`src/rtl/sar_conv_sequencer.sv`:
```
// rtl/sar_conv_sequencer.sv - SAR ADC conversion sequencer with track/hold timing, averaging and timeout
module sar_conv_sequencer #(
    parameter int N_BITS         = 4,
    parameter int MAX_AVG_LOG2   = 3,
    parameter int TIMEOUT_CYCLES = 32
) (
    input  logic              clk,
    input  logic              rst_n,
    input  logic              start,
    input  logic              cont_mode,
    input  logic [3:0]        sample_cycles,
    input  logic [1:0]        avg_log2,
    output logic              sample_en,
    output logic              sar_start,
    input  logic              sar_done,
    input  logic [N_BITS-1:0] sar_code,
    output logic [N_BITS-1:0] result,
    output logic              out_valid,
    input  logic              out_ready,
    output logic              busy,
    output logic              err
);

    localparam int AW    = 2;
    localparam int ACC_W = N_BITS + MAX_AVG_LOG2;
    localparam int NS_W  = MAX_AVG_LOG2 + 1;
    localparam int TW    = $clog2(TIMEOUT_CYCLES + 1);
    localparam logic [AW-1:0] AVG_CLAMP = AW'((MAX_AVG_LOG2 > 3) ? 3 : MAX_AVG_LOG2);
    localparam logic [TW-1:0] T_LIMIT   = TW'(TIMEOUT_CYCLES);

    typedef enum logic [1:0] {IDLE, SAMPLE, CONVERT, OUTPUT} state_t;

    state_t              state_q, state_d;
    logic                cont_q, cont_d;
    logic [3:0]          sc_q, sc_d;
    logic [AW-1:0]       avg_q, avg_d;
    logic [3:0]          cnt_q, cnt_d;
    logic                first_q, first_d;
    logic [TW-1:0]       tcnt_q, tcnt_d;
    logic [ACC_W-1:0]    acc_q, acc_d;
    logic [NS_W-1:0]     nsamp_q, nsamp_d;
    logic [N_BITS-1:0]   result_q, result_d;
    logic                err_q, err_d;

    logic [ACC_W-1:0]    sum;
    logic [ACC_W-1:0]    half;
    logic [NS_W-1:0]     nsamp_inc;
    logic [NS_W-1:0]     target;

    // The accumulator is sized so that 2^MAX_AVG_LOG2 full-scale codes plus the rounding term never wrap.
    assign sum       = acc_q + ACC_W'(sar_code);
    assign half      = (ACC_W'(1) << avg_q) >> 1;
    assign nsamp_inc = nsamp_q + 1'b1;
    assign target    = NS_W'(1) << avg_q;

    always_ff @(posedge clk or negedge rst_n) begin
        if (!rst_n) begin
            state_q  <= IDLE;
            cont_q   <= 1'b0;
            sc_q     <= '0;
            avg_q    <= '0;
            cnt_q    <= '0;
            first_q  <= 1'b0;
            tcnt_q   <= '0;
            acc_q    <= '0;
            nsamp_q  <= '0;
            result_q <= '0;
            err_q    <= 1'b0;
        end else begin
            state_q  <= state_d;
            cont_q   <= cont_d;
            sc_q     <= sc_d;
            avg_q    <= avg_d;
            cnt_q    <= cnt_d;
            first_q  <= first_d;
            tcnt_q   <= tcnt_d;
            acc_q    <= acc_d;
            nsamp_q  <= nsamp_d;
            result_q <= result_d;
            err_q    <= err_d;
        end
    end

    always_comb begin
        state_d  = state_q;
        cont_d   = cont_q;
        sc_d     = sc_q;
        avg_d    = avg_q;
        cnt_d    = cnt_q;
        first_d  = first_q;
        tcnt_d   = tcnt_q;
        acc_d    = acc_q;
        nsamp_d  = nsamp_q;
        result_d = result_q;
        err_d    = err_q;
        case (state_q)
            IDLE: begin
                if (start) begin
                    cont_d  = cont_mode;
                    sc_d    = sample_cycles;
                    avg_d   = (avg_log2 > AVG_CLAMP) ? AVG_CLAMP : avg_log2;
                    acc_d   = '0;
                    nsamp_d = '0;
                    cnt_d   = '0;
                    err_d   = 1'b0;
                    state_d = SAMPLE;
                end
            end
            SAMPLE: begin
                if (cnt_q == sc_q) begin
                    first_d = 1'b1;
                    tcnt_d  = '0;
                    state_d = CONVERT;
                end else begin
                    cnt_d = cnt_q + 4'd1;
                end
            end
            CONVERT: begin
                first_d = 1'b0;
                tcnt_d  = tcnt_q + 1'b1;
                // The sar_start cycle itself never samples sar_done.
                if (!first_q) begin
                    if (sar_done) begin
                        acc_d   = sum;
                        nsamp_d = nsamp_inc;
                        if (nsamp_inc == target) begin
                            result_d = N_BITS'((sum + half) >> avg_q);
                            state_d  = OUTPUT;
                        end else begin
                            cnt_d   = '0;
                            state_d = SAMPLE;
                        end
                    end else if (tcnt_q == T_LIMIT) begin
                        err_d   = 1'b1;
                        acc_d   = '0;
                        nsamp_d = '0;
                        state_d = IDLE;
                    end
                end
            end
            OUTPUT: begin
                if (out_ready) begin
                    if (cont_q) begin
                        acc_d   = '0;
                        nsamp_d = '0;
                        cnt_d   = '0;
                        state_d = SAMPLE;
                    end else begin
                        state_d = IDLE;
                    end
                end
            end
            default: state_d = IDLE;
        endcase
    end

    // Outputs decode registered state only, so nothing reaches a pin combinationally from an input.
    always_comb begin
        sample_en = (state_q == SAMPLE);
        sar_start = (state_q == CONVERT) && first_q;
        out_valid = (state_q == OUTPUT);
        busy      = (state_q != IDLE);
        result    = result_q;
        err       = err_q;
    end

endmodule

```
`config.mk`:
```
export PLATFORM = sky130hd
export DESIGN_NAME = sar_conv_sequencer
export DESIGN_NICKNAME = d
export VERILOG_FILES = /design/src/rtl/sar_conv_sequencer.sv
export SDC_FILE = /design/constraint.sdc
export NUM_CORES = 1
export LEC_CHECK = 0
export CORE_MARGIN = 1.5
export CORE_UTILIZATION = 40
export DETAILED_ROUTE_END_ITERATION = 16
export PLACE_DENSITY_LB_ADDON = 0.2
export SYNTH_ARGS = -nofsm -noshare
export SYNTH_HDL_FRONTEND = slang
export SYNTH_SLANG_ARGS = --single-unit
```
`constraint.sdc`:
```
create_clock -name clk -period 3.15 [get_ports clk]
set_input_delay 0.63 -clock clk [delete_from_list [all_inputs] [get_ports clk]]
set_output_delay 0.63 -clock clk [all_outputs]
set_load 0.01 [all_outputs]
```
# --- Word-level counts from Yosys, hierarchy flattened ---
# Cells that the tools add are included.
totals:
  word_cells: 89
  inputBits: 16
  reg_bits: 36
op_classes:
  eq_ne: 17
  shift: 3
  n_bitwise: 1
  mux: 38
  reduce_logical: 13
  add_sub_neg: 5
  n_lt_le_gt_ge: 1
ops:
  columns: ["op", "count"]
  rows:
  - ["7-bit 2-to-1 mux", 6]
  - ["4-bit 2-to-1 mux", 10]
  - ["7-bit case mux with 3 select lines", 1]
  - ["2-bit 2-to-1 mux", 8]
  - ["4-bit case mux with 4 select lines", 1]
  - ["2-bit != test, second input constant", 7]
  - ["4-bit case mux with 3 select lines", 1]
  - ["6-bit case mux with 2 select lines", 1]
  - ["5-bit AND reduction", 2]
  - ["4-bit by 1-bit adder with 4-bit output, second input constant", 2]
  - ["4-bit == test", 2]
  - ["2-bit case mux with 4 select lines", 1]
  - ["7-bit by 4-bit adder with 7-bit output", 1]
  - ["7-bit by 6-bit adder with 7-bit output", 1]
  - ["7-bit AND reduction", 1]
  - ["1-bit by 2-bit left shift with 7-bit output, first input constant", 1]
  - ["7-bit by 2-bit >> shifter with 4-bit output", 1]
  - ["6-bit by 1-bit adder with 6-bit output, second input constant", 1]
  - ["6-bit == test, second input constant", 1]
  - ["1-bit 2-to-1 mux", 6]
  - ["6-bit 2-to-1 mux", 1]
  - ["2-bit by 1-bit != test with 1-bit output, second input constant", 3]
  - ["6-bit AND reduction", 1]
  - ["2-bit nonzero test", 3]
  - ["12 further kinds", 15]

# --- Depth between registers and ports, before layout ---
# Gate-level depths: netlist of run 1.
logic_depth:
  depth_word: 6
  ltp_mapped: 12
  mapped_depth_nobuf: 12

# --- Worst setup path before layout of run 1 ---
# OpenSTA, ideal clock, no wires.
synth_timing:
  kind: "input to register"
  start: "in sar_code[0]"
  end: "reg result_q[2], in the netlist result[2]"
  stages: 11
  setup_ns: 0.064
  required_time_ns: 3.086
  t_arrival_ns: 2.897
  setup_slack_ns: 0.188
  path_cell_list: "ha_1 inv_1 fa_1 fa_1 nor2b_1 o21ai_0 mux2i_1 xor2_1 nor2_1 a2111oi_2 a211o_1"
synth_between:
  elab_chain_cells: 3
synth_lines:
  columns: ["item", "line_no", "text"]
  rows:
  - ["start, declared", "16", "input logic [N_BITS-1:0] sar_code,"]
  - ["7-bit by 4-bit adder with 7-bit output", "51", "assign sum = acc_q + ACC_W'(sar_code);"]
  - ["7-bit by 6-bit adder with 7-bit output", "127", "result_d = N_BITS'((sum + half) >> avg_q);"]
  - ["7-bit by 2-bit >> shifter with 4-bit output", "127", null]
  - ["end signal, assigned", "79", "result_q <= result_d;"]
  - ["end, declared", "42", "logic [N_BITS-1:0] result_q, result_d;"]
# No other way between the ends.
# A chain may end at the register's enable or synchronous reset.

# --- Final worst setup path of run 1 ---
layout_timing:
  start: "in sar_code[2]"
  end: "reg result_q[3], in the netlist result[3]"
# The elaborated chain is that of the path after synthesis.

==> run_results.csv, run 1 <==
group,metric,value,unit
pwr,seqPwrFrac,35.6,%
clock_tree,clkSlewWorstSetupHoldPaths,0.08,ns
synth,synth_compound_gate_area_share,20.2,%
worst_setup_path,cpLargestDelayFamily,"adder cells",
synth,synthAdderAreaFrac,7.47,%
finish,areaGrowthSynthToFinish,20.9,%
finish,nets,313,
worst_setup_path,crit_chain,"clkdlybuf4s50_1 -> ha_1 -> xnor2_2 -> ha_1 -> nor2b_4 -> o21bai_1 -> mux2i_1 -> xor2_1 -> mux2i_1 -> o22ai_1 -> o31a_1",
timing,period_share,91.5,%
timing,fin_crit,2.88,ns
floorplan,die_h,80.1,um
synth,synth_fp_nets,277,
worst_setup_path,max_stage_delay,0.40,ns
synth,ys.flop_type,"dfrtp_1",
min_path,hp-class,"input port to async pin",
timing,slew_headroom,46.0,%
worst_setup_path,required,3.33,ns
finish,fillers,541,
clock_tree,cts.sinks,36,
route,drc,0,
route,drt_iter0_drc,62,
synth,syn_area,0.00238,mm^2
synth,ys_types,56,
pwr,p_sw,784,uW
synth,ys_ff_latch,36,
worst_setup_path,crit_buf_inv,1,
worst_setup_path,worstPathArrival,3.06,ns
place,gp_congestion,0.811,
floorplan,pin_count,25,
clock_tree,clk_path_buf_depth,2,
worst_setup_path,critPathLaunchType,"input port",
route,ant_nets,0,
timing,hold_viol,0,
pwr,pwr-share-clk,16.7,%
floorplan,dieArea,0.00642,mm^2
floorplan,die_w,80.1,um
pwr,p_int,1.21,mW
pwr,power_density,695,mW/mm^2
synth,synth_warnings,0,
worst_setup_path,end_kind,"flop",
clock_tree,ctsHoldBuffers,0,
clock_tree,numCtsBuffers,5,
worst_setup_path,path_max_fanout,2,
clock_tree,root_buffer,"clkbuf_8",
synth,synth_edf_count,0,
run_status,status,"finished, final reports clean",
timing,tightestPinTransition,0.810,ns
worst_setup_path,slowest_stage,"clkdlybuf4s50_1",
floorplan,coreArea,0.00561,mm^2
worst_setup_path,crit_type,"input port to flop",
synth,synth.area.mux_share,5.79,%
global_routing,grt_remaining_overflow,0,
route,avgRoutedWirePerCell,13.7,um
route,vias_per_cell,5.24,
route,num_vias,1872,
synth,yosys.area_share.simple,17.6,%
global_routing,grt_start_max_net_pins,37,
synth,ys_seq_area_share,37.9,%
global_routing,first_global_vias,1888,
synth,async_reset_ff_share,100,%
floorplan,start_util,42.4,%
route,finalWirelength,4.90,mm
timing,slew_viol_final,0,
timing,fin_skew,0.00938,ns
global_routing,grtUsageTotal,16.9,%
place,pre_cts_ws,-0.460,ns
timing,rsz0062_at_grt,"no",
pwr,p_leak,1.35,nW
run,drv_cap,0,
global_routing,antenna_found_initial,0,
clock_tree,cts_tree,"yes",
pwr,sw_frac_of_total,39.3,%
timing,timing.final.ws_setup,0.267,ns
timing,fmax,347,MHz
finish,antenna_cells,0,
pwr,ir_worst_vdd,0.000367,V
place,portBuffers,24,
synth,synth_area_per_cell,9.59,um^2
finish,drive_above_1_share,17.5,%
floorplan,rows,27,
clock_tree,clk_latency,0.29,ns
pwr,combPwrFrac,47.7,%
synth,synthXorXnorAreaFrac,6.47,%
synth,synth_top_family_by_area,"compound AO/OA/AOI/OAI gates",
clock_tree,h-tree-depth,2,
pwr,power,2.00,mW
global_routing,grt_pass1_wl,8.36,mm
synth,syn_inst,248,
place,place_hpwl,3.48,mm
timing,setup_viol,0,
route,drtPass1Iterations,4,
-- layout make-up --
cell class	count	area, um^2	share of cell area, %
Clock buffer	5	68.8	2.39
Clock inverter	3	18.8	0.653
Inverter	17	63.8	2.22
Multi-Input combinational cell	187	1400	48.5
Sequential cell	36	901	31.3
Tap cell	72	90.1	3.13
Timing Repair Buffer	37	338	11.7
-- power by group through the flow --
stage               Clock, mW  Sequential [mW]  Combinational (mW)
floorplan                   0            0.669               0.709
global placement            0            0.717               0.898
detailed placement          0            0.721               0.908
CTS                     0.348            0.712               0.932
global route            0.367            0.732                1.06
finish                  0.334            0.712               0.953
-- synth_stat cells, drive strengths merged (4+ instances only) --
master / number / share of area, %
and3: 4 / 1.1
a21oi: 11 / 2.9
ha: 11 / 5.8
nand2b: 5 / 1.3
o21ai: 23 / 4.8
nand2: 22 / 3.6
a211oi: 5 / 2.1
xnor2: 9 / 3.3
nor2b: 5 / 1.6
a22o: 4 / 1.5
nand3: 9 / 1.9
a21o: 7 / 2.2
xor2: 6 / 2.2
buf: 5 / 1.4
mux2i: 7 / 2.9
nor2: 17 / 2.8
nor3: 6 / 1.7
mux2: 6 / 2.8
inv: 17 / 2.7
dfrtp: 36 / 38
-- sequential cells by signal (all words and copies together), names as in the netlist --
register / flops
nsamp_q: 4
cont_q: 1
result: 4
avg_q: 2
state_q: 2
err: 1
cnt_q: 4
sc_q: 4
first_q: 1
tcnt_q: 6
acc_q: 7
-- cells by family (layout without fill, tap and decap cells) --
group | after synthesis | in the layout
xor gates and xnor gates | 16 | 16
adders and majority gates | 13 | 13
DFF | 36 | 36
buffers and inverters | 25 | 62
and+or+nand+nor | 80 | 80
AOI/OAI and AO/OA | 65 | 65
muxes | 13 | 13
-- through the flow --
| step | setup TNS, ns | utilization [%] | std cells | hold slack [ns] | area (um^2) |
|---|---|---|---|---|---|
| global placement | -1.29 | 48.8 | 346 | 0.469 | 2730 |
| finish | 0 | 51.3 | 357 | 0.422 | 2880 |
| CTS | 0 | 50.6 | 355 | 0.465 | 2840 |
| global route | 0 | 51.3 | 357 | 0.496 | 2880 |
| floorplan | 0 | - | 248 | 0.334 | 2380 |
| detailed placement | -1.46 | 48.8 | 346 | 0.473 | 2730 |
-- final timing paths --
kind,startpoint,to,slack [ns],depth (start not counted)
hold reg to reg,result[0],result[0],0.48,1
setup reg to reg,acc_q[0],result[3],0.36,12
hold / removal,rst_n,cnt_q[3],0.42,1
max in group asynchronous,rst_n,result[3],2.21,1
min in group clk,result[0],result[0],0.48,1
setup / recovery,sar_code[2],result[3],0.27,11
-- what timing repair did --
action,4_1_cts,5_1_grt
pin swaps,3,8
endpoints found under the setup margin,3,4
resized for setup,3,6
buffers inserted,1,2
-- metal layers --
layer | global-route usage [%] | part of all wire, % | routed length (um) | vias up
li1 | - | - | - | 945
met1 | 20.2 | 46 | 2250 | 893
met2 | 30.1 | 50 | 2440 | 27
met3 | 3.07 | 2.9 | 144 | 7
met4 | 6.21 | 1.4 | 70 | 0
met5 | 0 | 0 | 0 | -
-- cell usage in the layout (no fill, tap or decap), types with 5 or more instances in the layout --
cell / instances
xor2_1: 6
mux2i_1: 7
buf_4: 13
a21o_1: 7
inv_1: 16
dfrtp_1: 36
ha_1: 10
nand2b_1: 5
o21ai_0: 17
mux2_2: 6
nor2_1: 16
clkbuf_8: 5
clkdlybuf4s50_1: 21
nand2_1: 21
nand3_1: 9
o21ai_1: 6
a21oi_1: 8
xnor2_1: 8
Note: power is estimated with default switching activity, not from simulation.
==> inputs of run 2 (changes only) <==
CORE_MARGIN = 2   (was 1.5)
==> run 2 against run 1 <==
  * Utilization down 1.4 points
  * Non-clock buffer count unchanged
  * Sequential power up 0.8%
  * Sequential share of layout area down 0.27 points
  * Hold slack better by 0.014 ns
  * Clock skew down 0.0057 ns
  * Routed wire length up 0.61%
  * Flip-flop and latch count unchanged
  * Critical path type unchanged
==> run_results.csv, run 2 (synthesized netlist as in run 1, its figures left out) <==
group,metric,value,unit
floorplan,dieArea,0.00658,mm^2
worst_setup_path,crit_chain,"clkdlybuf4s50_1 -> ha_1 -> xnor2_2 -> ha_1 -> nor2b_2 -> o21ai_1 -> mux2i_1 -> xor2_1 -> mux2i_1 -> buf_4 -> a211oi_2 -> a21o_1",
worst_setup_path,cpLargestDelayFamily,"adder cells",
run_status,status,"finished, final reports clean",
timing,setup_viol,0,
finish,areaGrowthSynthToFinish,21.9,%
finish,drive_above_1_share,18.2,%
pwr,power_density,697,mW/mm^2
worst_setup_path,slowest_stage,"clkdlybuf4s50_1",
route,drc,0,
place,portBuffers,24,
clock_tree,root_buffer,"clkbuf_8",
finish,antenna_cells,0,
clock_tree,numCtsBuffers,5,
clock_tree,clk_latency,0.29,ns
timing,rsz0062_at_grt,"no",
finish,final_cell_mix,"dfrtp_1, nand2_1, clkdlybuf4s50_1",
timing,fin_crit,2.88,ns
worst_setup_path,max_stage_delay,0.41,ns
route,drtPass1Iterations,5,
floorplan,coreArea,0.00582,mm^2
route,finalWirelength,4.93,mm
finish,final_cells,360,
clock_tree,h-tree-depth,2,
global_routing,antenna_found_initial,0,
finish,largest_reg_flops,7,
clock_tree,cts_tree,"yes",
pwr,p_leak,1.35,nW
finish,top_register,"acc_q",
finish,fillers,588,
place,dp_cells,350,
timing,period_share,91.4,%
timing,timing.setup.tns,0,ns
worst_setup_path,regToRegSetupSlack,0.35,ns
worst_setup_path,crit_buf_inv,2,
timing,slew_headroom,44.9,%
clock_tree,clk_path_buf_depth,2,
route,drt_iter0_drc,62,
global_routing,grt_start_max_net_pins,37,
worst_setup_path,crit_type,"input port to flop",
clock_tree,cts.sinks,36,
worst_setup_path,required,3.38,ns
worst_setup_path,end_kind,"flop",
pwr,ir_worst_vdd,0.000363,V
worst_setup_path,r2r_start,"acc_q[0]",
min_path,hp-class,"input port to async pin",
finish,final_common_cell,"dfrtp_1",
route,vias_per_cell,5.21,
route,num_vias,1877,
floorplan,rows,28,
finish,nets,313,
route,ant_nets,0,
clock_tree,clkSlewWorstSetupHoldPaths,0.07,ns
timing,fin_skew,0.00368,ns
worst_setup_path,worstPathArrival,3.11,ns
global_routing,grt_pass1_wl,8.45,mm
worst_setup_path,path_max_fanout,2,
timing,tightestPinTransition,0.827,ns
timing,slew_viol_final,0,
floorplan,pin_count,25,
global_routing,grtUsageTotal,17.0,%
worst_setup_path,r2r-end,"result[3]",
floorplan,die_w,81.1,um
place,gp_congestion,0.835,
timing,hold_viol,0,
global_routing,grt_remaining_overflow,0,
route,avgRoutedWirePerCell,13.7,um
floorplan,start_util,40.9,%
run,drv_cap,0,
timing,fmax,347,MHz
finish,reg_top3,"acc_q (7), tcnt_q (6)",
floorplan,die_h,81.1,um
global_routing,first_global_vias,1823,
place,place_hpwl,3.44,mm
worst_setup_path,critPathLaunchType,"input port",
worst_setup_path,rr_worst_depth,13,
-- run 2: worst max-delay path by stage --
stage                           end  slack, ns        start  depth (start not counted)
after global routing      result[1]       0.11  sar_code[2]                         12
after global placement    result[2]      -0.40  sar_code[0]                         12
after floorplan           result[2]       0.19  sar_code[0]                         11
after CTS                 result[2]     -0.001  sar_code[0]                         14
after detailed placement  result[2]      -0.46  sar_code[0]                         12
final                     result[1]       0.27  sar_code[2]                         12
-- run 2: stage by stage --
step	hold WS (ns)	total power, mW	cell area, um^2	utilization, %	setup slack, ns
finish	0.436	2.02	2900	49.9	0.270
global route	0.494	2.20	2900	49.9	0.105
CTS	0.458	2.01	2870	49.4	-0.00115
detailed placement	0.470	1.64	2750	47.2	-0.459
global placement	0.469	1.62	2750	47.2	-0.399
floorplan	0.334	1.38	2380	-	0.188
-- run 2: layout make-up --
| class | count | area (um^2) | area share (%) |
|---|---|---|---|
| Sequential cell | 36 | 901 | 31.1 |
| Inverter | 17 | 63.8 | 2.20 |
| Tap cell | 75 | 93.8 | 3.24 |
| Multi-Input combinational cell | 187 | 1410 | 48.6 |
| Timing Repair Buffer | 37 | 342 | 11.8 |
| Clock buffer | 8 | 90.1 | 3.11 |
-- run 2: what timing repair did --
action / in CTS / in global routing
pin swaps: 5 / 6
setup endpoints to repair: 3 / 4
hold buffers: 0 / 0
resized for setup: 8 / 6
buffers inserted: 1 / 1
-- run 2: worst reg2reg max path, stage by stage, from the launching register on --
cell	delay [ns]
dfrtp_1	0.36
ha_2	0.19
inv_2	0.04
fa_2	0.55
buf_6	0.10
inv_1	0.03
ha_1	0.26
a21o_1	0.18
a21oi_2	0.18
buf_4	0.14
xnor2_2	0.06
mux2i_1	0.19
o22ai_1	0.12
o31a_1	0.30
-- run 2: metal layers --
| layer | track usage, % | share of wire, % | vias to the layer above |
|---|---|---|---|
| met5 | 0 | 0 | - |
| met4 | 7.46 | 2.2 | 0 |
| met3 | 3.78 | 3.1 | 9 |
| met2 | 26.4 | 47 | 33 |
| met1 | 22.6 | 47 | 894 |
| li1 | - | - | 941 |
-- run 2: power by group --
group	leakage, nW	switching [mW]	internal, mW
Clock	0.0455	0.160	0.178
Sequential	0.475	0.141	0.577
Combinational	0.834	0.479	0.487
Total	1.35	0.780	1.24
==> inputs of run 3 (changes only) <==
MAX_ROUTING_LAYER = met4   (was not set)
PLACE_DENSITY = 0.56   (was not set)
PLACE_DENSITY_LB_ADDON = not set   (was 0.2)
SKIP_CTS_REPAIR_TIMING = 1   (was not set)
==> run 3 against run 2 <==
  * Critical path type unchanged
  * Critical endpoint is now result[3]
  * Count of clock-buffer cells in the layout fell by 3
  * Sequential share of layout area fell by 0.12 points
  * Critical path depth did not move
  * Final cell count did not move
  * Maximum frequency fell by 5.0%
  * Utilization rose by 0.19 points
  * Largest cell class unchanged
  * Largest power group unchanged
==> run_results.csv, run 3 (synthesized netlist as in run 1, its figures left out) <==
group,metric,value,unit
clock_tree,root_buffer,"clkbuf_8",
worst_setup_path,r2r_start,"acc_q[0]",
pwr,p_leak,1.35,nW
floorplan,dieArea,0.00658,mm^2
timing,fin_skew,0.00553,ns
clock_tree,cts_tree,"yes",
floorplan,start_util,40.9,%
finish,antenna_cells,0,
run,drv_cap,0,
timing,setup_viol,0,
worst_setup_path,worstPathArrival,3.21,ns
clock_tree,clk_path_buf_depth,2,
route,ant_nets,0,
floorplan,coreArea,0.00582,mm^2
clock_tree,clk_latency,0.29,ns
floorplan,die_h,81.1,um
worst_setup_path,rr_worst_depth,11,
global_routing,first_global_vias,1787,
route,drtPass1Iterations,4,
worst_setup_path,critPathLaunchType,"input port",
global_routing,grt_start_max_net_pins,37,
worst_setup_path,worstSetupStartpoint,"sar_code[1]",
run_status,status,"finished, final reports clean",
floorplan,pin_count,25,
route,drt_iter0_drc,75,
worst_setup_path,regToRegSetupSlack,0.40,ns
timing,slew_headroom,44.0,%
worst_setup_path,cpLargestDelayFamily,"adder cells",
timing,fin_crit,3.03,ns
pwr,combPwrFrac,46.0,%
worst_setup_path,slowest_stage,"fa_2",
finish,nets,313,
timing,fmax,330,MHz
timing,slew_viol_final,0,
place,portBuffers,24,
worst_setup_path,path_max_fanout,3,
worst_setup_path,cp.depth,12,
timing,hold_viol,0,
worst_setup_path,end_kind,"flop",
global_routing,grtUsageTotal,17.2,%
worst_setup_path,critPathCapture,"result[3]",
timing,timing.setup.tns,0,ns
timing,rsz0062_at_grt,"no",
worst_setup_path,max_stage_delay,0.61,ns
clock_tree,h-tree-depth,2,
worst_setup_path,required,3.33,ns
pwr,p_sw,794,uW
pwr,pwr-share-clk,20.0,%
finish,top_register,"acc_q",
timing,period_share,96.2,%
pwr,seqPwrFrac,34.0,%
finish,largest_reg_flops,7,
floorplan,die_w,81.1,um
pwr,power,2.08,mW
worst_setup_path,crit_type,"input port to flop",
route,avgRoutedWirePerCell,14.1,um
global_routing,antenna_found_initial,0,
finish,reg_top3,"acc_q (7), tcnt_q (6)",
worst_setup_path,crit_buf_inv,4,
worst_setup_path,path_common_cell,"inv_1",
route,vias_per_cell,5.21,
place,gp_congestion,0.825,
clock_tree,clkSlewWorstSetupHoldPaths,0.08,ns
worst_setup_path,r2r-end,"result[3]",
global_routing,grt_pass1_wl,8.39,mm
global_routing,grt_remaining_overflow,0,
route,finalWirelength,5.09,mm
finish,final_cell_mix,"dfrtp_1, clkdlybuf4s50_1, nand2_1",
pwr,p_int,1.29,mW
pwr,power_density,716,mW/mm^2
pwr,sw_frac_of_total,38.1,%
place,place_hpwl,3.55,mm
clock_tree,cts.sinks,36,
worst_setup_path,crit_chain,"clkdlybuf4s50_1 -> inv_1 -> fa_2 -> inv_1 -> ha_1 -> a21o_1 -> a21oi_2 -> buf_4 -> xnor2_1 -> mux2i_1 -> o22ai_1 -> o31a_1",
route,num_vias,1877,
timing,tightestPinTransition,0.840,ns
pwr,ir_worst_vdd,0.000295,V
route,drc,0,
finish,drive_above_1_share,18.6,%
finish,areaGrowthSynthToFinish,22.4,%
floorplan,rows,28,
finish,final_common_cell,"dfrtp_1",
clock_tree,numCtsBuffers,5,
min_path,hp-class,"input port to async pin",
==> run 3: cell types whose count changed in the layout (fill, tap and decap cells not counted), sizes merged <==
cell	change
clkinvlp	+1
clkinv	+1
bufinv	+1
dlymetal6s2s	-1
clkbuf	-3
clkdlybuf4s50	+1
==> run 3: through the flow <==
step,instances,area (um^2),setup WS (ns),util [%],hold slack [ns]
after detailed placement,351,2750,-0.454,47.3,0.469
after CTS,359,2860,-0.155,49.2,0.483
after floorplan,248,2380,0.188,-,0.334
final,360,2910,0.119,50.1,0.431
after global routing,360,2910,0.0204,50.1,0.501
after global placement,351,2750,-0.411,47.3,0.464
==> run 3: power by group through the flow <==
stage	Sequential [mW]	Combinational (mW)	Clock (mW)
after floorplan	0.669	0.709	0
after global placement	0.721	0.916	0
after detailed placement	0.720	0.926	0
after CTS	0.711	0.932	0.432
after global routing	0.733	1.06	0.452
final	0.708	0.959	0.418
==> run 3: worst min path at each step <==
stage	startpoint	slack (ns)	endpoint	cells past startpoint
2_1_floorplan	rst_n	0.33	acc_q[0]	0
3_3_place_gp	result[0]	0.46	result[0]	1
3_5_place_dp	result[0]	0.47	result[0]	1
4_1_cts	rst_n	0.48	sc_q[2]	1
5_1_grt	rst_n	0.50	sc_q[2]	1
6_report	rst_n	0.43	acc_q[3]	1
==> run 3: layout make-up <==
class	instances	area (um^2)
Sequential cell	36	901
Multi-Input combinational cell	187	1410
Timing Repair Buffer	37	335
Inverter	17	63.8
Fill cell	583	2900
Clock buffer	5	68.8
Clock inverter	3	42.5
Tap cell	75	93.8
==> run 3: metal layers <==
layer  routed length (um)  share of wire (%)  global-route usage [%]  vias to the layer above
met5                    0                  0                       -                        -
met4                   42               0.83                    4.07                        0
met3                  141                2.8                    4.00                        4
met2                 2420                 48                    27.7                       32
met1                 2480                 49                    22.1                      898
li1                     -                  -                       -                      943
==> run 3: worst reg2reg max path, delay by kind of cell, from the launching register on <==
family / cells / cell delay, ns
adder cells (fa/ha/maj): 3 / 1.07
AO/OA/AOI/OAI: 3 / 0.46
multiplexers: 2 / 0.41
flip-flops: 1 / 0.39
AND/OR/NAND/NOR: 1 / 0.14
XOR/XNOR: 1 / 0.12
buffers and inverters: 1 / 0.06
